**src/rtl/pciecfg_pkg.sv**
```systemverilog
// pciecfg_pkg: shared types for the PCIe configuration-access path.
//   FIFO_PCIECFG_T      - request word read from the inbound config FIFO
//   FIFO_PCIECFG_RESP_T - response word pushed into the outbound FIFO
//   PCIECFG_ST_*        - response status codes
//   pciecfg_resp_state_t - responder FSM state encoding
package pciecfg_pkg;

    typedef struct packed {
        logic [15:0] seq;
        logic        write;
        logic [3:0]  byte_en;
        logic [9:0]  dwaddr;
        logic [31:0] data;
    } FIFO_PCIECFG_T;

    typedef struct packed {
        logic [15:0] seq;
        logic        write;
        logic        status;
        logic [31:0] data;
    } FIFO_PCIECFG_RESP_T;

    localparam logic PCIECFG_ST_OK      = 1'b0;
    localparam logic PCIECFG_ST_TIMEOUT = 1'b1;

    // Data returned for an access the core never completed.
    localparam logic [31:0] PCIECFG_TIMEOUT_DATA = 32'hFFFF_FFFF;

    typedef enum logic [2:0] {
        ST_IDLE,
        ST_POP,
        ST_LATCH,
        ST_ISSUE,
        ST_RESP
    } pciecfg_resp_state_t;

endpackage

```
**src/rtl/pciecfg_responder.sv**
```systemverilog
// pciecfg_responder: pops one config request at a time from the inbound
// FIFO, runs it on the 7-series cfg_mgmt port and pushes one response.
// Ports:
//   clk, rst_n                 - core clock, asynchronous active-low reset
//   in_dout/in_empty/in_rd_en  - request FIFO read port (data valid the
//                                cycle after in_rd_en)
//   out_din/out_full/out_wr_en - response FIFO write port
//   cfg_mgmt_*                 - PCIe core configuration management port
//   busy                       - FSM not idle
//   req_count/timeout_count    - completed / timed-out request counters
// Every output is a flop; the "next" values are computed from the
// next state so that strobes line up with the state they belong to.
module pciecfg_responder
    import pciecfg_pkg::*;
#(
    parameter int TIMEOUT_CYCLES = 255
) (
    input  logic                               clk,
    input  logic                               rst_n,
    input  logic [$bits(FIFO_PCIECFG_T)-1:0]   in_dout,
    input  logic                               in_empty,
    output logic                               in_rd_en,
    output logic [$bits(FIFO_PCIECFG_RESP_T)-1:0] out_din,
    input  logic                               out_full,
    output logic                               out_wr_en,
    input  logic [31:0]                        cfg_mgmt_do,
    input  logic                               cfg_mgmt_rd_wr_done,
    output logic [31:0]                        cfg_mgmt_di,
    output logic [3:0]                         cfg_mgmt_byte_en,
    output logic [9:0]                         cfg_mgmt_dwaddr,
    output logic                               cfg_mgmt_wr_en,
    output logic                               cfg_mgmt_rd_en,
    output logic                               cfg_mgmt_wr_readonly,
    output logic                               busy,
    output logic [31:0]                        req_count,
    output logic [15:0]                        timeout_count
);

    // Counter value in the last strobe cycle before giving up.
    localparam logic [15:0] TIMEOUT_LAST = 16'(TIMEOUT_CYCLES - 1);

    pciecfg_resp_state_t state_reg, state_next;

    FIFO_PCIECFG_T      in_req;
    FIFO_PCIECFG_RESP_T out_din_reg;

    // Request register: seq/write kept here, address/enables/data live
    // directly in the cfg_mgmt output flops.
    logic [15:0] req_seq_reg;
    logic        req_write_reg;
    logic [15:0] tcnt_reg;
    logic        resp_status_reg;
    logic [31:0] resp_data_reg;

    logic        in_rd_en_reg, out_wr_en_reg, busy_reg;
    logic        wr_en_reg, rd_en_reg;
    logic [31:0] di_reg;
    logic [3:0]  byte_en_reg;
    logic [9:0]  dwaddr_reg;
    logic [31:0] req_count_reg;
    logic [15:0] timeout_count_reg;

    logic timeout_hit, push;
    logic in_rd_en_next, out_wr_en_next, busy_next, wr_en_next, rd_en_next;
    logic strobe_next, cur_write;

    assign in_req = in_dout;

    // State register
    always_ff @(posedge clk or negedge rst_n) begin
        if (!rst_n) begin
            state_reg <= ST_IDLE;
        end else begin
            state_reg <= state_next;
        end
    end

    // Next-state logic. A done pulse is only looked at in ISSUE and
    // takes priority over an expiring timeout in the same cycle.
    always_comb begin
        state_next  = state_reg;
        timeout_hit = (state_reg == ST_ISSUE) && !cfg_mgmt_rd_wr_done &&
                      (tcnt_reg == TIMEOUT_LAST);
        // RESP lasts two cycles minimum: one to decide the push, one in
        // which the registered out_wr_en pulse is actually presented.
        push        = (state_reg == ST_RESP) && !out_wr_en_reg && !out_full;
        case (state_reg)
            ST_IDLE:  if (!in_empty) state_next = ST_POP;
            ST_POP:   state_next = ST_LATCH;
            ST_LATCH: state_next = ST_ISSUE;
            ST_ISSUE: if (cfg_mgmt_rd_wr_done || timeout_hit) state_next = ST_RESP;
            ST_RESP:  if (out_wr_en_reg) state_next = ST_IDLE;
            default:  state_next = ST_IDLE;
        endcase
    end

    // Output logic: next values of the registered outputs.
    always_comb begin
        in_rd_en_next  = (state_next == ST_POP);
        busy_next      = (state_next != ST_IDLE);
        strobe_next    = (state_next == ST_ISSUE);
        // On the LATCH edge the request register is not loaded yet.
        cur_write      = (state_reg == ST_LATCH) ? in_req.write : req_write_reg;
        wr_en_next     = strobe_next && cur_write;
        rd_en_next     = strobe_next && !cur_write;
        out_wr_en_next = push;
    end

    // Datapath and output registers
    always_ff @(posedge clk or negedge rst_n) begin
        if (!rst_n) begin
            req_seq_reg       <= '0;
            req_write_reg     <= 1'b0;
            tcnt_reg          <= '0;
            resp_status_reg   <= PCIECFG_ST_OK;
            resp_data_reg     <= '0;
            in_rd_en_reg      <= 1'b0;
            out_wr_en_reg     <= 1'b0;
            busy_reg          <= 1'b0;
            wr_en_reg         <= 1'b0;
            rd_en_reg         <= 1'b0;
            di_reg            <= '0;
            byte_en_reg       <= '0;
            dwaddr_reg        <= '0;
            out_din_reg       <= '0;
            req_count_reg     <= '0;
            timeout_count_reg <= '0;
        end else begin
            in_rd_en_reg  <= in_rd_en_next;
            out_wr_en_reg <= out_wr_en_next;
            busy_reg      <= busy_next;
            wr_en_reg     <= wr_en_next;
            rd_en_reg     <= rd_en_next;

            if (state_reg == ST_LATCH) begin
                req_seq_reg   <= in_req.seq;
                req_write_reg <= in_req.write;
                di_reg        <= in_req.data;
                byte_en_reg   <= in_req.byte_en;
                dwaddr_reg    <= in_req.dwaddr;
                tcnt_reg      <= '0;
            end else if (state_reg == ST_ISSUE) begin
                if (cfg_mgmt_rd_wr_done) begin
                    resp_status_reg <= PCIECFG_ST_OK;
                    resp_data_reg   <= req_write_reg ? 32'h0 : cfg_mgmt_do;
                end else if (timeout_hit) begin
                    resp_status_reg <= PCIECFG_ST_TIMEOUT;
                    resp_data_reg   <= PCIECFG_TIMEOUT_DATA;
                end else begin
                    tcnt_reg <= tcnt_reg + 16'd1;
                end
            end

            if (push) begin
                out_din_reg   <= '{seq: req_seq_reg, write: req_write_reg,
                                   status: resp_status_reg, data: resp_data_reg};
                req_count_reg <= req_count_reg + 32'd1;
                if (resp_status_reg == PCIECFG_ST_TIMEOUT && timeout_count_reg != 16'hFFFF) begin
                    timeout_count_reg <= timeout_count_reg + 16'd1;
                end
            end
        end
    end

    assign in_rd_en             = in_rd_en_reg;
    assign out_wr_en            = out_wr_en_reg;
    assign out_din              = out_din_reg;
    assign busy                 = busy_reg;
    assign cfg_mgmt_wr_en       = wr_en_reg;
    assign cfg_mgmt_rd_en       = rd_en_reg;
    assign cfg_mgmt_di          = di_reg;
    assign cfg_mgmt_byte_en     = byte_en_reg;
    assign cfg_mgmt_dwaddr      = dwaddr_reg;
    assign cfg_mgmt_wr_readonly = 1'b0;
    assign req_count            = req_count_reg;
    assign timeout_count        = timeout_count_reg;

endmodule

```
**config.mk**
```make
export PLATFORM = sky130hd
export DESIGN_NAME = pciecfg_responder
export DESIGN_NICKNAME = d
export VERILOG_FILES = /design/src/rtl/pciecfg_pkg.sv /design/src/rtl/pciecfg_responder.sv
export SDC_FILE = /design/constraint.sdc
export NUM_CORES = 1
export LEC_CHECK = 0
export CAP_MARGIN = 5
export CORE_ASPECT_RATIO = 0.75
export CORE_MARGIN = 2
export CORE_UTILIZATION = 52
export DETAILED_ROUTE_END_ITERATION = 10
export GPL_TIMING_DRIVEN = 0
export HOLD_SLACK_MARGIN = 0.08
export PLACE_DENSITY = 0.86
export SLEW_MARGIN = 20
export SYNTH_ARGS = -nofsm -noshare
export SYNTH_HDL_FRONTEND = slang
export SYNTH_SLANG_ARGS = --single-unit
```
**constraint.sdc**
```tcl
create_clock -name clk -period 3.5 [get_ports clk]
set_input_delay 0.7 -clock clk [delete_from_list [all_inputs] [get_ports clk]]
set_output_delay 0.7 -clock clk [all_outputs]
set_load 0.02 [all_outputs]
```
; Word-level counts from Yosys, hierarchy flattened
; Index checks and enable logic that the tools add are counted.
; Widths: inputs -> output; s select.
[totals]
ff_bits = 218
in_bits = 100
wordCells = 67
[op_classes]
add_sub_neg = 3
eq_ne = 10
n_mux = 14
n_bitwise = 1
reduce_logical = 19
[ops]
columns = op, count
row1 = $mux 32, 3
row2 = $mux 16, 4
row3 = $add 16x1->16 const B, 2
row4 = $add 32x1->32 const B, 1
row5 = $eq 16x8->1 const B, 1
row6 = $ne 16x16->1 const B, 1
row7 = $pmux 3 s5, 1
row8 = $eq 3x2->1 const B, 3
row9 = $mux 3, 3
row10 = $logic_and 1x1->1, 7
row11 = $eq 3x1->1 const B, 2
row12 = $reduce_and 3->1, 2
row13 = $logic_not 1->1, 4
row14 = $ne 2x1->1 const B, 2
row15 = $reduce_bool 2->1, 2
row16 = $eq 3x3->1 const B, 1
row17 = $logic_not 3->1, 1
row18 = $mux 1, 3
row19 = $reduce_bool 3->1, 1
row20 = $reduce_and 2->1, 1
row21 = $logic_or 1x1->1, 1
row22 = $not 1->1, 1

; Logic depth before layout (Yosys ltp)
; Gate-level depths: netlist (run 1).
[logic_depth]
depth_word = 8
depth_mapped = 7
mapped_depth_nobuf = 6

; Worst setup path before layout (run 1)
; OpenSTA, ideal clock, no wires.
[synth_path]
path_kind = register -> register
from = reg state_reg[1]
to = reg timeout_count_reg[15], in the netlist timeout_count[15]
setup_ns = 0.128
arrival_time_ns = 1.994
required_time_ns = 3.372
setup_slack_ns = 1.378
stages_incl_launch_ff = 6
n_path_buf = 1
period_less_slack_ns = 2.122
path_cell_list = dfrtp_1 buf_6 or3_4 or4_4 nor4_1 mux2_1
[synth_between]
elab_chain_cells = 4
[synth_rtl]
columns = element, line_no
row1 = start: declaration, pciecfg_responder.sv:42  ; pciecfg_resp_state_t state_reg, state_next;
row2 = start signal: assignment, pciecfg_responder.sv:74  ; state_reg <= state_next;
row3 = $eq 3x3->1, pciecfg_responder.sv:86  ; push = (state_reg == ST_RESP) && !out_wr_en_reg && !out_full;
row4 = $logic_and 1x1->1 (2 in a row), pciecfg_responder.sv:86
row5 = $reduce_and 2->1 (no source line), n/a
row6 = end signal: assignment, pciecfg_responder.sv:159  ; timeout_count_reg <= timeout_count_reg + 16'd1;
row7 = end: declaration, pciecfg_responder.sv:61  ; logic [15:0] timeout_count_reg;
; No other way between the ends.
; A chain may end at the register's enable or synchronous reset.

; Worst setup path after layout (run 1)
[layout_path]
from = reg tcnt_reg[0]
to = reg resp_data_reg[14]
[layout_between]
elab_chain_cells = 4
[layout_rtl]
columns = element, line_no
row1 = start: declaration, pciecfg_responder.sv:51  ; logic [15:0] tcnt_reg;
row2 = start signal: assignment, pciecfg_responder.sv:150  ; tcnt_reg <= tcnt_reg + 16'd1;
row3 = $eq 16x8->1, pciecfg_responder.sv:83  ; (tcnt_reg == TIMEOUT_LAST);
row4 = $logic_and 1x1->1, pciecfg_responder.sv:82  ; timeout_hit = (state_reg == ST_ISSUE) && !cfg_mgmt_rd_wr_done &&
row5 = $reduce_bool 2->1 (no source line), n/a
row6 = $reduce_and 3->1 (no source line), n/a
row7 = end signal: assignment, pciecfg_responder.sv:145  ; resp_data_reg <= req_write_reg ? 32'h0 : cfg_mgmt_do;
row8 = end: declaration, pciecfg_responder.sv:53  ; logic [31:0] resp_data_reg;
; No other way between the ends.

==> results of run 1 <==
## cell type report
type	instances	area, sq um	area share (%)
Sequential cell	218	5455	42.47
Multi-Input combinational cell	643	3296	25.66
Timing Repair Buffer	250	2542	19.79
Clock buffer	34	696.9	5.426
Tap cell	242	302.8	2.357
Inverter	74	277.8	2.162
Buffer	48	195.2	1.520
Clock inverter	5	78.83	0.6137
## through the flow
step	setup WS, ps	hold slack [ps]	instance area, sq um	TNS [ps]	total power, W
after floorplan	1378	404.4	9219	0	0.005891
final	904.2	122.8	12840	0	0.01019
after CTS	921.1	135.6	12840	0	0.01025
after detailed placement	675.0	447.2	12070	0	0.007731
after global placement	-7408	446.8	12000	-1611820	0.007556
after global routing	695.2	154.3	12840	0	0.01081
## layer usage
metal	up-vias	GRT usage, %	routed length (um)
li1	3767	-	-
met1	3880	34.74	10500
met2	352	41.41	11280
met3	53	7.387	2128
met4	2	8.409	590
met5	-	0	13
## cell families (layout without fill, tap and decap cells)
kind of cell,Yosys count,after routing,synth area share [%]
and+or+nand+nor,418,418,20.01
DFF,218,218,59.17
AOI/OAI and AO/OA,166,166,9.813
buffers and inverters,122,411,5.130
xor gates and xnor gates,45,45,4.275
muxes,9,9,1.018
adders and majority gates,4,4,0.5429
other,1,1,0.04068
## critical path, cell delays in order, from the launching register on
cell and delay (ps):
dfrtp_1 440, inv_1 80, ha_1 140, or4b_1 460, nor3_1 500, a21oi_1 330
clkbuf_1 330, a21oi_1 230
## how the worst max path moves through the flow
stage,from,endpoint,slack [ps]
4_1_cts,tcnt_reg[0]$_DFFE_PN0P_,resp_data_reg[12]$_DFFE_PN0P_,920
2_1_floorplan,state_reg[1]$_DFF_PN0_,timeout_count[15]$_DFFE_PN0P_,1380
3_3_place_gp,rst_n,req_count[27]$_DFFE_PN0P_,-7410
3_5_place_dp,out_full,req_count[31]$_DFFE_PN0P_,670
6_report,tcnt_reg[0]$_DFFE_PN0P_,resp_data_reg[14]$_DFFE_PN0P_,900
5_1_grt,tcnt_reg[0]$_DFFE_PN0P_,resp_data_reg[14]$_DFFE_PN0P_,700
## power breakdown
part	internal (W)	switching [W]
combinational	0.00158	0.00231
sequential	0.00335	0.000464
clock	0.00152	0.000974
total	0.00644	0.00375
## Yosys cell counts, types with 2 or more instances
master       n  area (sq um)
and4_1       4         35.03
nand4_1     23         143.9
a21oi_1     44         220.2
nor3b_1      2         15.01
nand3b_1     4         30.03
nor3_1       9         45.04
a2111oi_0    2         17.52
dfrtp_1    218          5455
or3_1        5         31.28
nand4b_1     2         17.52
nor4_1       9         56.30
nand2_1    306          1149
mux2i_1      6         60.06
or4_1        2         15.01
a211oi_1     5         37.54
and2_1       2         12.51
o31ai_1      3         22.52
nand3_1     19         95.09
ha_1         4         50.05
or4b_1       2         20.02
clkbuf_1    39         146.4
mux2_2       2         22.52
inv_1       74         277.8
nor2_1       9         33.78
o21ai_0    102         510.5
o211ai_1     3         22.52
buf_2        3         15.01
xnor2_1     30         262.8
and3_1       9         56.30
nand2b_1     4         25.02
buf_1        4         15.01
xor2_1      15         131.4
==> impl_metrics.py, run 1 <==
metrics = {
    "logic_synthesis": {
        "synth_edf_count": 0,
        "synth-warning-count": 0,
        "synth-seq-area-share_pct": 59.17,
        "synthArstFlopShare_pct": 100.0,
        "ys_types": 50,
        "avgSynthCellArea_sq_um": 9.378,
        "synth_seq_cells": 218,
        "ys.flop_type": "dfrtp_1",
        "synthCells": 983,
        "syn_area_sq_mm": 0.009219,
        "syn-num-nets": 1087,
    },
    "cts": {
        "cts_buffer_depth": 3,
        "h-tree-depth": 1,
        "tritoncts": "yes",
        "post_cts_resized": 0,
        "hold_buffers": 0,
        "worstSkewPairLatency_ps": 500,
        "cts_sinks": 218,
        "post_cts_buffers": 0,
        "clkTransAtPathRegs_ps": 60,
        "numCtsBuffers": 22,
        "clockRootBuffer": "clkbuf_16",
    },
    "global_route": {
        "grt.total_usage_pct": 26.07,
        "gr-total-overflow": 0,
        "grt_first_pass_wirelength_um": 39190,
        "grt_pass1_vias": 7878,
        "grt_antenna_before_repair": 1,
        "grt_max_degree": 97,
    },
    "worst_setup_path": {
        "path_class": "reg -> reg",
        "critical_path_arrival_ps": 3010,
        "reg2reg_depth": 7,
        "rrSetupSlack_ps": 900,
        "crit_path_end_kind": "flop",
        "path_max_fanout": 10,
        "cp.required_ps": 3920,
        "start_kind": "flop",
        "r2r-start": "tcnt_reg[0]$_DFFE_PN0P_",
        "r2r_end": "resp_data_reg[14]$_DFFE_PN0P_",
    },
    "power_and_ir_drop": {
        "p_leak_nw": 6.075,
        "cellPowerDensity_mw_per_mm2": 793.2,
        "ir_worst_vdd_v": 0.0006421,
    },
    "final_layout": {
        "areaGrowthSynthToFinish_pct": 39.33,
        "largest_register_ffs": 50,
        "layout.cells.non_filler": 1514,
        "drive_gt1_share_pct": 4.167,
        "final_cell_mix": "nand2_1 (306), clkdlybuf4s50_1 (247), dfrtp_1 (218)",
        "n_antenna_cell": 0,
        "layout_commonest_cell": "nand2_1",
        "final_util_pct": 73.40,
        "final_nets": 1361,
        "n_fill_cell": 1252,
    },
    "placed_design": {
        "placedCellCount": 1475,
        "hpwl_um": 17470,
        "place_congestion": 0.8088,
        "port-buffer-count": 248,
    },
    "floorplanning": {
        "dieArea_sq_mm": 0.01882,
        "coreArea_sq_mm": 0.01750,
        "die_y_um": 119.3,
        "rows": 42,
        "die_w_um": 157.7,
        "start_util_pct": 52.68,
        "top_level_ports": 250,
    },
    "sta": {
        "worst_slew_pin_slew_ps": 858.6,
        "skew_ps": 15.27,
        "period_share_pct": 74.16,
        "setup_viol": 0,
        "rsz0062_at_grt": "no",
        "fin_crit_ps": 2596,
        "max_freq_mhz": 385.2,
        "finalMaxSlewViolations": 0,
        "slew_headroom_pct": 42.55,
        "hold_viol_final": 0,
    },
    "outcome": {
        "status": "completed",
    },
    "flow_run": {
        "max_cap_violations": 0,
    },
    "detailed_routing": {
        "wl_per_cell_um": 16.19,
        "drt_iter0_drc": 543,
        "drc": 0,
        "antenna_left": 0,
        "dr.pass1.iters": 5,
        "finalWirelength_um": 24510,
        "vias_per_cell": 5.320,
        "dr_total_vias": 8054,
    },
    "min_path": {
        "hp-class": "in -> async",
    },
}
No activity file was read; power rests on OpenSTA's default activity.
==> inputs of run 2 (changes only) <==
--- a/config.mk
+++ b/config.mk
@@ -8,11 +8,11 @@
 export CAP_MARGIN = 5
 export CORE_ASPECT_RATIO = 0.75
 export CORE_MARGIN = 2
-export CORE_UTILIZATION = 52
+export CORE_UTILIZATION = 44
 export DETAILED_ROUTE_END_ITERATION = 10
 export GPL_TIMING_DRIVEN = 0
 export HOLD_SLACK_MARGIN = 0.08
-export PLACE_DENSITY = 0.86
+export PLACE_DENSITY = 0.78
 export SLEW_MARGIN = 20
 export SYNTH_ARGS = -nofsm -noshare
 export SYNTH_HDL_FRONTEND = slang
==> constraint.sdc (replaced) <==
create_clock -name clk -period 2.2 [get_ports clk]
set_input_delay 0.44 -clock clk [delete_from_list [all_inputs] [get_ports clk]]
set_output_delay 0.44 -clock clk [all_outputs]
set_load 0.02 [all_outputs]
==> run 2 against run 1 <==
Effect of this change:
- flip-flop and latch count stayed put
- global-route usage is 3.4 points lower
- sequential power is 60% higher
- total power is 57% higher
- critical path type unchanged
==> impl_metrics.py, run 2 (same netlist as run 1, synthesis figures left out) <==
metrics = {
    "outcome": {
        "status": "completed",
    },
    "final_layout": {
        "layout.cells.non_filler": 1556,
        "final_cell_mix": "nand2_1 (306), clkdlybuf4s50_1 (247), dfrtp_1 (216)",
        "final_nets": 1366,
        "areaGrowthSynthToFinish_pct": 41.46,
        "final_util_pct": 63.98,
        "final_cell_area_sq_mm": 0.01304,
        "n_antenna_cell": 0,
        "layout_commonest_cell": "nand2_1",
        "largest_register_ffs": 50,
        "n_fill_cell": 1715,
        "drive_gt1_share_pct": 7.300,
    },
    "worst_setup_path": {
        "path_class": "reg -> reg",
        "crit_path_end_kind": "flop",
        "path_max_fanout": 10,
        "start_kind": "flop",
        "startpoint": "state_reg[1]$_DFF_PN0_",
        "cp.required_ps": 2590,
        "r2r-start": "state_reg[1]$_DFF_PN0_",
        "critical_path_arrival_ps": 2490,
    },
    "power_and_ir_drop": {
        "p_sw_w": 0.005944,
        "power_w": 0.01600,
        "p_clk_share_pct": 23.1,
        "cellPowerDensity_mw_per_mm2": 1227,
        "internal-power_w": 0.01006,
        "p_seq_share_pct": 38.0,
        "p_leak_nw": 6.167,
        "pwr-share-comb_pct": 38.9,
        "swShare_pct": 37.14,
        "ir_worst_vdd_v": 0.0007509,
    },
    "global_route": {
        "grt_max_degree": 94,
        "gr-total-overflow": 0,
        "grt_first_pass_wirelength_um": 40250,
        "grt_antenna_before_repair": 0,
        "grt_pass1_vias": 7785,
        "grt.total_usage_pct": 22.70,
    },
    "sta": {
        "period_share_pct": 95.40,
        "setup_viol": 0,
        "skew_ps": 12.41,
        "setup_tns_ps": 0,
        "max_freq_mhz": 476.5,
        "hold_viol_final": 0,
        "fin_crit_ps": 2099,
        "rsz0062_at_grt": "yes",
        "slew_headroom_pct": 51.21,
        "finalMaxSlewViolations": 0,
        "worst_slew_pin_slew_ps": 731.8,
    },
    "cts": {
        "tritoncts": "yes",
        "h-tree-depth": 1,
        "numCtsBuffers": 22,
        "clkTransAtPathRegs_ps": 60,
        "clockRootBuffer": "clkbuf_16",
        "cts_buffer_depth": 3,
        "cts_sinks": 218,
        "worstSkewPairLatency_ps": 510,
    },
    "floorplanning": {
        "die_y_um": 129.4,
        "coreArea_sq_mm": 0.02038,
        "rows": 45,
        "die_w_um": 171.1,
        "start_util_pct": 45.23,
        "top_level_ports": 250,
        "dieArea_sq_mm": 0.02214,
    },
    "detailed_routing": {
        "finalWirelength_um": 24780,
        "dr.pass1.iters": 5,
        "wl_per_cell_um": 15.92,
        "dr_total_vias": 7880,
        "antenna_left": 0,
        "drc": 0,
        "drt_iter0_drc": 707,
        "vias_per_cell": 5.064,
    },
    "flow_run": {
        "max_cap_violations": 0,
    },
    "min_path": {
        "hp-class": "reg -> reg",
        "hp-start": "req_seq_reg[6]$_DFFE_PN0P_",
    },
    "placed_design": {
        "placedCellCount": 1515,
        "port-buffer-count": 248,
        "hpwl_um": 17540,
        "placed_cell_area_sq_mm": 0.01212,
        "place_congestion": 0.8090,
    },
}
==> run 2: through the flow <==
stage | setup slack (ps) | hold WS [ps]
after global placement | -8538 | 446.9
final | 101.2 | 456.3
after floorplan | 78.04 | 144.4
after CTS | 1.432 | 438.8
after global routing | -36.40 | 450.5
after detailed placement | -460.9 | 452.1
==> run 2: path summary, 6_finish.rpt <==
path | endpoint | depth (start not counted) | slack (ps)
worst max-delay path | timeout_count[15]$_DFFE_PN0P_ | 5 | 100
worst min-delay path | out_din[40]$_DFFE_PN0P_ | 2 | 460
worst max register to register | timeout_count[15]$_DFFE_PN0P_ | 5 | 100
worst min register to register | out_din[40]$_DFFE_PN0P_ | 2 | 460
max in group asynchronous | req_count[22]$_DFFE_PN0P_ | 3 | 850
min in group asynchronous | cfg_mgmt_di[12]$_DFFE_PN0P_ | 2 | 550
==> run 2: repair_timing <==
item                                   in CTS  in global routing
hold buffers                                1                  0
pin swaps                                   3                  1
setup buffers                               0                  4
endpoints found under the hold margin      91                  0
setup endpoints to repair                 175                178
gates resized for setup                    26                 46
==> run 2: final cells by class <==
cell class	count	area [sq um]	share of cell area [%]
Buffer	48	239.0	1.832
Clock buffer	33	651.9	4.999
Sequential cell	218	5458	41.85
Clock inverter	3	53.80	0.4125
Timing Repair Buffer	255	2582	19.80
Tap cell	282	352.8	2.706
Multi-Input combinational cell	643	3426	26.27
Inverter	74	277.8	2.130
==> run 2: worst max-delay path, cell delays in order, from the launching register on <==
cell	delay [ps]
dfrtp_1	380
buf_6	140
or3_4	450
or4_4	500
nor4_2	180
mux2_1	340
==> run 2: per-layer routing <==
| layer | part of all wire [%] | vias to the layer above | track usage [%] |
|---|---|---|---|
| li1 | - | 3775 | - |
| met1 | 44 | 3789 | 31.95 |
| met2 | 46 | 285 | 35.86 |
| met3 | 8.6 | 31 | 5.987 |
| met4 | 1.8 | 0 | 4.586 |
| met5 | 0 | - | 0 |
==> run 2: power groups by stage <==
stage	Sequential (W)	Combinational [W]	Clock [W]
after CTS	0.00608	0.00625	0.00376
after floorplan	0.00697	0.00240	0
after global routing	0.00625	0.00691	0.00395
final	0.00608	0.00623	0.00369
after global placement	0.00608	0.00600	0
after detailed placement	0.00613	0.00616	0
==> variant 1, RTL diff (config.mk and constraints of run 2) <==
Encoding of `pciecfg_resp_state_t`: now one-hot (5 bits for 5 states).
--- a/src/rtl/pciecfg_pkg.sv
+++ b/src/rtl/pciecfg_pkg.sv
@@ -28,8 +28,8 @@
 
-    typedef enum logic [2:0] {
-        ST_IDLE,
-        ST_POP,
-        ST_LATCH,
-        ST_ISSUE,
-        ST_RESP
+    typedef enum logic [4:0] {
+        ST_IDLE  = 5'b00001,
+        ST_POP   = 5'b00010,
+        ST_LATCH = 5'b00100,
+        ST_ISSUE = 5'b01000,
+        ST_RESP  = 5'b10000
     } pciecfg_resp_state_t;
Behaviour: no difference found for any inputs over 4 cycles, from zero or initial values and one cycle with rst_n low; so few cycles prove little.
==> variant 1 against run 2 <==
  * Worst setup slack got worse by 0.0016 ns
  * Sequential cell count rose by 2
  * Wire length fell by 4.6%
  * Die area fell by 2.0%
  * Area after synthesis fell by 2.1%
  * Critical path depth did not move
  * Total power fell by 19%
  * Final area fell by 2.2%
==> variant 1: results (changes against run 2) <==
metric;value;unit;change
Pre-antenna DRT Iters;5;;unchanged
worst slack, placed;-0.619;ns;-0.158 ns
worst min path class;primary input to flop;;
clock slew at reported path FFs;0.06;ns;about the same
Worst Tran Pin Value;0.597;ns;-0.135 ns
Static Leak;5.95;nW;-3.5%
R2R depth;5;;unchanged
gr usage total;0.220;;-0.00673
vias per inst;5.04;;-0.43%
final worst path period need;2.10;ns;+0.00163 ns
Clock Latency Late Sink;0.51;ns;about the same
dominant cells by area after synthesis;dfrtp_1 (61%), nand2_1 (15%), xnor2_1 (3.4%);;
Inserted Clock Buffers;23;;+4.5%
Async S/R FF share, synth;1.00;;unchanged
GPL Wtd Cong;0.841;;+3.9%
Worst setup startpoint;state_reg[2];;
synth cell count leaders;nand2_1 (358), dfrtp_1 (219), nor2_1 (63);;
status;finished clean;;
first-pass GRT wire length;38300;um;-4.9%
critical path arrival;2.54;ns;+0.05 ns
Netlist cell types;46;;-8.0%
initial antenna violation count;2;;+2
fillers;1694;;-1.2%
vias in the first global route;7468;;-4.1%
clock root cell;clkbuf_16;;
max reg flops;50;;unchanged
worst reg2reg path endpoint;tcnt_reg[15];;
R2R Setup Slk;0.1;ns;
Wirelength per Cell;15.9;um;-0.28%
CTS HTree Levels;1;;unchanged
Max VDD drop;0.701;mV;-6.6%
fin nets;1319;;-3.4%
grt ovf;0;;unchanged
hold path cells;2;;unchanged
Crit Path Class;flop to flop;;
clk_skew;0.0156;ns;+0.00320 ns
clk buf depth;3;;unchanged
critical path peak fanout;7;;-3
share of cells above drive strength 1;0.0724;;-0.000641
Synth warnings;0;;unchanged
sequential share of the synthesized area;0.610;;+0.0183
Detailed Route Iter0 Violations;547;;-23%
IO Port Bufs;247;;-0.40%
ant diodes;0;;unchanged
Syn Nets;1039;;-4.4%
dpl hpwl;17000;um;-3.2%
pin count of the biggest net entering global routing;80;;-15%
variant 1: how the worst min path moves through the flow:
stage                                   start                  to  slack, ns
after floorplan                         rst_n                busy       0.14
after global placement         req_seq_reg[7]         out_din[41]       0.45
after detailed placement       req_seq_reg[5]         out_din[39]       0.45
after CTS                 cfg_mgmt_rd_wr_done    resp_data_reg[0]       0.39
after global routing              in_dout[41]  cfg_mgmt_dwaddr[9]       0.45
final                     cfg_mgmt_rd_wr_done    resp_data_reg[0]       0.42
variant 1: repair_timing:
| item | CTS | global route |
|---|---|---|
| resized for setup | 12 | 22 |
| hold endpoints to repair | 78 | 0 |
| hold buffers | 1 | 0 |
| pin swaps | 1 | 2 |
| buffers inserted | 3 | 3 |
| setup endpoints to repair | 163 | 155 |
variant 1: metal layers:
metal	vias to the layer above	global-route usage	wire [um]
met2	262	0.345	10600
met5	-	0	13
met3	45	0.0664	2000
met1	3602	0.299	10400
li1	3592	-	-
met4	2	0.0628	624
variant 1: area by class of cell:
cell class / instances / area [um^2] / area share
repair buffers: 256 / 2590 / 0.203
flip-flops and latches: 220 / 5510 / 0.432
clock buffers: 35 / 681 / 0.0534
multi-input cells: 665 / 3390 / 0.266
plain buffers: 41 / 196 / 0.0154
inverters: 8 / 30.0 / 0.00235
clock inverters: 5 / 38.8 / 0.00304
well taps: 258 / 323 / 0.0253
variant 1: worst max-delay path, stage by stage, from the launching register on:
cell	delay [ns]
dfrtp_2	0.46
or4b_4	0.59
nor3_4	0.33
nand2_1	0.15
or3_1	0.35
a21oi_1	0.15
variant 1: kinds of logic (layout without fill, tap and decap cells):
logic type / Yosys count / after routing / synth area share
compound gates: 47 / 47 / 0.0337
xor+xnor: 56 / 56 / 0.0543
fa+ha+maj: 4 / 4 / 0.00554
buf+inv: 50 / 345 / 0.0227
flops: 220 / 220 / 0.610
mux: 2 / 2 / 0.00249
other cells: 1 / 1 / 0.000415
simple gates: 555 / 555 / 0.271
variant 1: power breakdown:
group	internal, mW	total, mW	switching (mW)
Sequential	5.06	5.69	0.634
Clock	2.14	3.72	1.57
Combinational	1.73	3.60	1.88
Total	8.92	13.0	4.08
variant 1: metrics by stage:
stage	total power, mW	util	area, um^2	hold WS (ns)	cells
2_1_floorplan	7.48	-	9030	0.144	935
3_3_place_gp	9.20	0.586	11800	0.445	1440
3_5_place_dp	9.31	0.589	11900	0.451	1442
4_1_cts	13.1	0.628	12700	0.387	1485
5_1_grt	13.8	0.633	12800	0.450	1488
6_report	13.0	0.633	12800	0.418	1488
==> variant 2, RTL diff (config.mk and constraints of run 2) <==
Without the edit above. Change the parameter `TIMEOUT_CYCLES` from 255 to 191.
--- a/src/rtl/pciecfg_responder.sv
+++ b/src/rtl/pciecfg_responder.sv
@@ -15,3 +15,3 @@
 #(
-    parameter int TIMEOUT_CYCLES = 255
+    parameter int TIMEOUT_CYCLES = 191
 ) (
Behaviour: same outputs for any inputs over 4 cycles, from zero or initial values and one cycle with rst_n low; that may be too few to reach the edited logic, so the function may still have changed.
==> variant 2 against run 2 <==
  * Core utilization fell by 0.39 points
  * Area after synthesis down 3.2%
  * Wire length is 8.7% lower
  * Final area decreased by 2.3%
  * Clock power grew 5%
  * Total power increased by 3.1%
  * Sequential cell count unchanged
  * Sequential share of layout area is 0.97 points higher
  * Worst setup slack got worse by 0.089 ns
  * Largest power group unchanged
  * Highest routed layer unchanged
==> variant 2: results (changes against run 2) <==
metric;value;unit;change
R2R Setup Slk;0.01;ns;-0.09 ns
total length of routed wires;22600;um;-8.7%
WL met2;10400;um;-7.8%
GR Util met1;0.285;;-0.0348
worst hold margin;0.357;ns;-0.0989 ns
worst slack, placed;-0.579;ns;-0.118 ns
via count;6884;;-13%
R2R depth;6;;+1
Max VDD drop;0.840;mV;+12%
met3 usage;0.0654;;+0.00550
Multi-input gate area;3400;um^2;-0.84%
Die W;168;um;-1.6%
Register Area;5460;um^2;unchanged
clock network share of area;0.0603;;+0.00616
final std cell area, no fill;12700;um^2;-2.3%
Mapped Avg Cell Area;11.2;um^2;+19%
R2R Path Start;out_wr_en;;
Netlist cell types;45;;-10%
met3 WL;1910;um;-10%
GPL Wtd Cong;0.835;;+3.2%
share of cells above drive strength 1;0.124;;+0.0512
fin nets;1183;;-13%
vias in the first global route;6953;;-11%
Area after DPL;11800;um^2;-2.6%
Static Leak;5.73;nW;-7.0%
IO Port Bufs;248;;unchanged
first-pass GRT wire length;36500;um;-9.2%
vias per inst;5.09;;+0.47%
Sinks on Clock Net;218;;unchanged
status;finished clean;;
DR top layer;met4;;
clkbuf count;35;;+6.1%
buffering overhead;0.218;;+0.00195
Non-clk invs;5;;-93%
dpl hpwl;15700;um;-10%
non-clock buffer count;292;;-3.6%
Pre-antenna DRT Iters;5;;unchanged
max reg flops;50;;unchanged
comb_multi_in;539;;-16%
sequential share of the synthesized area;0.611;;+0.0194
clk buf depth;3;;unchanged
dominant cells by area after synthesis;dfrtp_1 (61%), nand2_1 (9.3%), mux2_2 (6.4%);;
pin count of the biggest net entering global routing;102;;+8.5%
Sw Ratio;0.348;;-0.0231
worst reg2reg path endpoint;timeout_count[13];;
fillers;1593;;-7.1%
M1 WL;9860;um;-9.6%
dpl cells;1305;;-14%
synth cell count leaders;nand2_1 (221), dfrtp_1 (218), mux2_2 (51);;
Detailed Route Iter0 Violations;552;;-22%
Worst Tran Pin Value;0.649;ns;-0.0826 ns
critical path arrival;2.56;ns;+0.07 ns
grt met2 use;0.340;;-0.0185
worst min path class;primary input to asynchronous set/reset pin;;
Inserted Clock Buffers;23;;+4.5%
clk_skew;0.0113;ns;-0.00114 ns
critical path peak fanout;6;;-4
Syn Nets;901;;-17%
gr usage total;0.211;;-0.0159
variant 2: changes by cell type after synthesis, sizes merged, moves of 15 or more:
cell,before,now
mux2,3,51
a21oi,44,3
nor2,9,28
a2bb2oi,0,32
nand2b,4,35
nand2,306,221
o21ai,103,6
xnor2,30,45
inv,74,5
clkbuf,39,20
variant 2: worst max-delay path, stage by stage, from the launching register on:
cell and delay, ns:
dfrtp_2 0.42, or4b_4 0.52, buf_6 0.15, or3_4 0.38
a2111oi_4 0.28, nand3_1 0.16, xnor2_1 0.16
variant 2: logic make-up after synthesis:
kind of cell | Yosys count | synth area share
buffers and inverters | 40 | 0.0188
multiplexers | 51 | 0.0643
flip-flops | 218 | 0.611
AND/OR/NAND/NOR | 376 | 0.197
other | 1 | 0.000420
AO/OA/AOI/OAI | 50 | 0.0467
XOR/XNOR | 57 | 0.0559
adder cells (fa/ha/maj) | 4 | 0.00561
variant 2: power by group through the flow:
stage               sequential (mW)  clock (mW)  combinational (mW)
floorplan                      7.18           0                2.41
global placement               6.24           0                6.17
detailed placement             6.27           0                6.33
CTS                            6.23        3.96                6.42
global route                   6.41        4.14                6.97
finish                         6.23        3.88                6.39
variant 2: worst max path at each step:
stage	startpoint	slack (ns)	to	cells past startpoint
floorplan	state_reg[1]	0.03	timeout_count[14]	6
global placement	rst_n	-9.21	out_wr_en	1
detailed placement	state_reg[1]	-0.58	out_din[37]	5
CTS	state_reg[1]	0.005	timeout_count[11]	6
global route	out_wr_en	-0.06	timeout_count[13]	6
finish	out_wr_en	0.01	timeout_count[13]	6
variant 2: what timing repair did:
action / 4_1_cts / 5_1_grt
hold buffers: 1 / 0
pin swaps: 5 / 3
setup buffers: 7 / 0
setup endpoints to repair: 111 / 91
cloned: 0 / 0
gates resized for setup: 19 / 17
hold endpoints to repair: 17 / 0
